$ cat config.mk
export PLATFORM = sky130hd
export DESIGN_NAME = fetch_unit
export DESIGN_NICKNAME = d
export VERILOG_FILES = /design/src/rtl/fetch_unit.sv
export SDC_FILE = /design/constraint.sdc
export NUM_CORES = 1
export LEC_CHECK = 0
export BUFFER_PORTS_ARGS = -buffer_cell sky130_fd_sc_hd__buf_2
export CELL_PAD_IN_SITES_DETAIL_PLACEMENT = 0
export CELL_PAD_IN_SITES_GLOBAL_PLACEMENT = 1
export CORE_MARGIN = 2
export CORE_UTILIZATION = 48
export DETAILED_ROUTE_END_ITERATION = 12
export HOLD_SLACK_MARGIN = 0.06
export PLACE_DENSITY_LB_ADDON = 0.12
export SKIP_LAST_GASP = 1
export SYNTH_ARGS = -nofsm -noshare
export SYNTH_HDL_FRONTEND = slang
export SYNTH_SLANG_ARGS = --single-unit
$ cat constraint.sdc
create_clock -name clock -period 2.7 [get_ports clock]
set_input_delay 0.54 -clock clock [delete_from_list [all_inputs] [get_ports clock]]
set_output_delay 0.54 -clock clock [all_outputs]
set_load 0.02 [all_outputs]
$ cat src/rtl/fetch_unit.sv
// Instruction fetch stage. Walks a program counter, reads instruction words
// over a req/ack memory port, buffers them in a small prefetch FIFO and hands
// {op, arg, pc} to the decoder over valid/ready. Redirect flushes and reloads
// the PC. A fetched halt opcode (op == 0) stops fetching until a redirect.
module fetch_unit #(
  parameter int                w          = 8,
  parameter int                op_w       = 3,
  parameter int                addr_w     = 8,
  parameter int                depth      = 2,
  parameter logic [addr_w-1:0] reset_addr = '0
) (
  input  logic                clock,
  input  logic                reset_n,
  output logic                mem_req,
  output logic [addr_w-1:0]   mem_addr,
  input  logic                mem_ack,
  input  logic [w-1:0]        mem_data,
  output logic                ins_valid,
  input  logic                ins_ready,
  output logic [op_w-1:0]     op,
  output logic [w-op_w-1:0]   arg,
  output logic [addr_w-1:0]   ins_pc,
  input  logic                redirect,
  input  logic [addr_w-1:0]   redirect_addr,
  output logic                halted
);

  localparam int ptr_w = $clog2(depth);
  localparam int cnt_w = $clog2(depth + 1);

  typedef enum logic [1:0] {FETCH, HALT, DRAIN} state_t;

  typedef struct packed {
    logic [op_w-1:0]   op;
    logic [w-op_w-1:0] arg;
    logic [addr_w-1:0] pc;
  } entry_t;

  state_t            state_q, state_n;
  logic [addr_w-1:0] pc_q, pc_n;
  logic              halted_n;
  logic              req_n;
  logic [addr_w-1:0] addr_n;
  logic [ptr_w-1:0]  wr_q, wr_n, rd_q, rd_n;
  logic [cnt_w-1:0]  count_q, count_n;
  entry_t            fifo_q [depth];
  entry_t            head;
  entry_t            incoming;

  logic push, pop;

  // Data is only kept when the request was genuinely ours, we are still
  // fetching, and no redirect is throwing the stream away this cycle.
  assign push     = mem_req & mem_ack & (state_q == FETCH) & ~redirect;
  assign pop      = ins_valid & ins_ready & ~redirect;
  assign incoming = '{op: mem_data[w-1 -: op_w], arg: mem_data[w-op_w-1:0], pc: mem_addr};

  // Decoder view is the FIFO head; every entry is a register.
  assign head      = fifo_q[rd_q];
  assign ins_valid = (count_q != '0);
  assign op        = head.op;
  assign arg       = head.arg;
  assign ins_pc    = head.pc;

  // Next-state, PC, FIFO bookkeeping and the next memory request.
  always_comb begin
    state_n  = state_q;
    pc_n     = pc_q;
    halted_n = halted;
    wr_n     = push ? wr_q + ptr_w'(1) : wr_q;
    rd_n     = pop  ? rd_q + ptr_w'(1) : rd_q;
    count_n  = count_q + cnt_w'(push) - cnt_w'(pop);
    req_n    = 1'b0;
    addr_n   = mem_addr;

    if (redirect) begin
      wr_n     = '0;
      rd_n     = '0;
      count_n  = '0;
      halted_n = 1'b0;
      pc_n     = redirect_addr;
      // An unacked request must still be completed (and dropped) first.
      state_n  = (mem_req && !mem_ack) ? DRAIN : FETCH;
    end else begin
      unique case (state_q)
        FETCH: if (push) begin
          pc_n = pc_q + addr_w'(1);
          if (incoming.op == '0) begin
            state_n  = HALT;
            halted_n = 1'b1;
          end
        end
        DRAIN:   if (mem_ack) state_n = FETCH;
        HALT:    state_n = HALT;
        default: state_n = FETCH;
      endcase
    end

    // An outstanding request is held unchanged until it is acknowledged;
    // otherwise issue one only if its word is guaranteed a FIFO slot.
    if (mem_req && !mem_ack) begin
      req_n  = 1'b1;
      addr_n = mem_addr;
    end else begin
      req_n  = (state_n == FETCH) && (count_n < cnt_w'(depth));
      addr_n = pc_n;
    end
  end

  // Control state and memory request registers.
  always_ff @(posedge clock or negedge reset_n) begin
    if (!reset_n) begin
      state_q  <= FETCH;
      pc_q     <= reset_addr;
      halted   <= 1'b0;
      mem_req  <= 1'b0;
      mem_addr <= reset_addr;
      wr_q     <= '0;
      rd_q     <= '0;
      count_q  <= '0;
    end else begin
      // NOTE: state uses non-blocking assignments so every register samples
      // pre-edge values, independent of statement order.
      state_q  <= state_n;
      pc_q     <= pc_n;
      halted   <= halted_n;
      mem_req  <= req_n;
      mem_addr <= addr_n;
      wr_q     <= wr_n;
      rd_q     <= rd_n;
      count_q  <= count_n;
    end
  end

  // Prefetch FIFO storage.
  always_ff @(posedge clock or negedge reset_n) begin
    if (!reset_n) begin
      // NOTE: the storage is reset because the head drives op/arg/ins_pc
      // directly and those must read zero out of reset; it is only a few flops.
      for (int i = 0; i < depth; i++) fifo_q[i] <= '0;
    end else if (push) begin
      fifo_q[wr_q] <= incoming;
    end
  end

endmodule

==> reports/metrics.yaml <==
detailed_routing:
  num_vias: 1661
  drt_pre_antenna_iters: 4
  routed_wl_um: 5300
  final_antenna_net_count: 0
  remaining_drc_errors: 0
  via_to_cell_ratio: 5.29
  avgRoutedWirePerCell_um: 16.9
  drtIter0Drc: 63
cts:
  cts_max_path_buffers: 2
  postCtsSetupBuffers: 0
  root_buffer_selected_by_cts: "sky130_fd_sc_hd__clkbuf_8"
  cts_htree_levels: 2
  cts_inserted_buffers: 5
  tritoncts: "done"
  post_cts_hold_buffer_count: 0
  clk_pin_slew_worst_paths_ns: 0.10
  clock_latency_ns: 0.30
  cts_resized: 0
  cts.sinks: 56
logic_synthesis:
  yosys-top-cells-count: "sky130_fd_sc_hd__dfrtp_1, sky130_fd_sc_hd__mux2_2, sky130_fd_sc_hd__nor2_1"
  ys_ff_latch: 56
  mappedNetlistArea_mm2: 0.00262
  syn_inst: 195
  async_set_or_reset_flop_fraction_in_the_synthesized_netlist_pct: 100
  number_of_nets_in_the_synthesized_netlist: 219
  ys_seq_area_share_pct: 53.5
  synthDistinctLibCells: 39
  synth.top_cells.by_area: "sky130_fd_sc_hd__dfrtp_1, sky130_fd_sc_hd__mux2_2, sky130_fd_sc_hd__nor2_1"
  yosys_warnings: 0
  yosysTopAreaCell: "sky130_fd_sc_hd__dfrtp_1"
  synth_top_cell_area_share_pct: 53.5
  synthMostInstantiatedCell: "sky130_fd_sc_hd__dfrtp_1"
  synth-main-ff-cell: "sky130_fd_sc_hd__dfrtp_1"
  number_of_enable_type_register_cells_in_the_synthesized_netlist: 0
  post_synth.cell_area_avg_um2: 13.4
global_routing:
  antenna_violations_before_repair: 0
  grt_max_degree: 28
  grt_use_total_pct: 19.0
  global_route.overflow_total: 0
  vias_in_the_first_global_route: 1754
  grt_first_pass_wirelength_um: 8900
final_layout:
  antenna-diode-count: 0
  stdcell_count: 314
  n_fill_cell: 461
  layout-drive-gt1-share_pct: 48.4
  layout.cell_area.non_filler_mm2: 0.00300
  area_delta_synth_final_pct: 14.4
  ff_latch_area_mm2: 0.00140
  multiInputGateArea_mm2: 0.00113
  num-nets-final: 267
timing:
  final-setup-viol-count: 0
  drv_slew: 0
  holdWs_ns: 0.238
  final.period_utilization_pct: 83.2
  final_min_period_ns: 2.25
  timing.max_slew.rel_slack_pct: 59.4
  fmaxAchievable_ghz: 0.445
  setup_repair_after_global_routing_missed_its_margin: "no"
  tightestPinTransition_ns: 0.609
  final_hold_viol_count: 0
  timing.clock.skew_ns: 0.00698
  finalSetupTns_ns: 0
placement:
  cells_after_dpl: 306
  port_buffers: 47
  gp_routability_congestion: 0.817
  place.detailed.hpwl_um: 3840
  placed_area_mm2: 0.00289
floorplan:
  die_area_mm2: 0.00607
  core_area_mm2: 0.00517
  effective_utilization_at_floorplan_pct: 50.7
  die_h_um: 77.9
  std_cell_rows: 26
  design.portCount: 48
  floorplan.die.width_um: 77.9
power_and_ir_drop:
  p_leak_nw: 1.37
  clock_power_share_pct: 18.8
  cellInternalPower_mw: 1.87
  power_per_cell_area_mw_per_mm2: 936
  post_layout_power_mw: 2.80
  peakVddDrop_v: 0.000341
  power.switching_fraction_pct: 33.4
  sequentialPowerShare_pct: 46.3
  p_switching_mw: 0.935
  comb_power_share_pct: 34.8
critical_path:
  timing.reg2reg.setup_slack_ns: 0.61
  worst-setup-path-type: "flip-flop to primary output"
  timing.critical_path.from_type: "flip-flop"
  worstPathBufferInverterCount: 2
  cp.arrival_ns: 1.71
  worstReg2RegStart: "state_q[0]"
  crit_fanout: 11
  cp-end-kind: "primary output"
  rr_worst_depth: 8
  critical_path.top_delay_family: "flip-flops"
  worst_path_largest_cell_delay_ns: 0.64
  timing.rr.end: "mem_req"
  timing.critical_path.required_ns: 2.16
  timing.critical_path.cells: "buf_4 > mux2_2 > buf_2"
  highest_delay_cell_along_the_critical_path: "sky130_fd_sc_hd__dfrtp_1"
hold_path:
  timing.hold.worst.class: "input pin to asynchronous set/reset pin"
run:
  drv.max_cap_violation_count: 0
outcome:
  run_status: "finished clean"
==> worst max-delay path by stage <==
stage,from,cells after the start,endpoint
2_1_floorplan,redirect,9,mem_req
3_3_place_gp,mem_ack,9,mem_req
3_5_place_dp,mem_ack,9,mem_req
4_1_cts,rd_q,3,arg[4]
5_1_grt,rd_q,3,arg[4]
6_report,rd_q,3,arg[4]
==> layout make-up <==
| type | instances | area share, % |
|---|---|---|
| Sequential cell | 56 | 46.8 |
| Multi-Input combinational cell | 127 | 37.6 |
| Timing Repair Buffer | 51 | 8.85 |
| Tap cell | 70 | 2.92 |
| Clock buffer | 6 | 2.42 |
| Clock inverter | 2 | 1.17 |
| Inverter | 2 | 0.251 |
==> placed cells by master (no fill, tap or decap), types with 2 or more instances in the layout <==
| cell type | instances |
|---|---|
| sky130_fd_sc_hd__xor2_1 | 6 |
| sky130_fd_sc_hd__ha_1 | 3 |
| sky130_fd_sc_hd__nor2b_1 | 2 |
| sky130_fd_sc_hd__a221o_1 | 3 |
| sky130_fd_sc_hd__nor2_1 | 16 |
| sky130_fd_sc_hd__a221oi_2 | 2 |
| sky130_fd_sc_hd__and3_1 | 4 |
| sky130_fd_sc_hd__xnor2_1 | 5 |
| sky130_fd_sc_hd__mux2_2 | 50 |
| sky130_fd_sc_hd__buf_4 | 4 |
| sky130_fd_sc_hd__nor3_1 | 2 |
| sky130_fd_sc_hd__nand2_1 | 5 |
| sky130_fd_sc_hd__clkbuf_8 | 5 |
| sky130_fd_sc_hd__o31ai_1 | 3 |
| sky130_fd_sc_hd__buf_2 | 47 |
| sky130_fd_sc_hd__nand3_1 | 3 |
| sky130_fd_sc_hd__a21oi_1 | 6 |
| sky130_fd_sc_hd__dfrtp_1 | 56 |
| sky130_fd_sc_hd__inv_1 | 2 |
==> metrics by stage <==
| stage | utilization [%] | setup WS, ns |
|---|---|---|
| after floorplan | - | 0.732 |
| after global placement | 55.9 | 0.563 |
| after detailed placement | 55.9 | 0.423 |
| after CTS | 57.9 | 0.434 |
| after global routing | 57.9 | 0.354 |
| final | 57.9 | 0.454 |
==> worst register-to-register path, delay by kind of cell, from the launching register on <==
family | cells | cell delay (ns)
AND/OR/NAND/NOR | 3 | 0.70
adder cells (fa/ha/maj) | 2 | 0.47
flip-flops | 1 | 0.41
AO/OA/AOI/OAI | 1 | 0.21
XOR/XNOR | 1 | 0.19
buffers and inverters | 1 | 0.04
==> power groups by stage <==
stage / combinational [mW] / sequential, mW / clock [mW]
floorplan: 0.716 / 1.28 / 0
global placement: 0.949 / 1.28 / 0
detailed placement: 0.986 / 1.32 / 0
CTS: 0.990 / 1.30 / 0.549
global route: 1.06 / 1.34 / 0.583
finish: 0.977 / 1.30 / 0.528
==> logic make-up (layout without fill, tap and decap cells) <==
logic type	count (synthesis)	count (layout)	share of synthesized area (%)
XOR/XNOR	11	11	3.68
buffers and inverters	12	61	3.49
AO/OA/AOI/OAI	17	17	5.01
AND/OR/NAND/NOR	45	45	11.0
multiplexers	51	51	21.9
adder cells (fa/ha/maj)	3	3	1.43
flip-flops	56	56	53.5
==> registers in the layout (all words and copies together), names as in the netlist <==
| signal | cells |
|---|---|
| count_q | 2 |
| fifo_q | 32 |
| halted | 1 |
| mem_addr | 8 |
| mem_req | 1 |
| pc_q | 8 |
| rd_q | 1 |
| state_q | 2 |
| wr_q | 1 |
==> routing by layer <==
layer  share of wire, %  track usage, %  vias up
met5                  0               0        -
met4               0.87            4.29        0
met3                4.5            4.07        7
met2                 51            32.6       55
met1                 44            24.6      814
li1                   -               -      785
No activity file was read; power rests on OpenSTA's default activity.
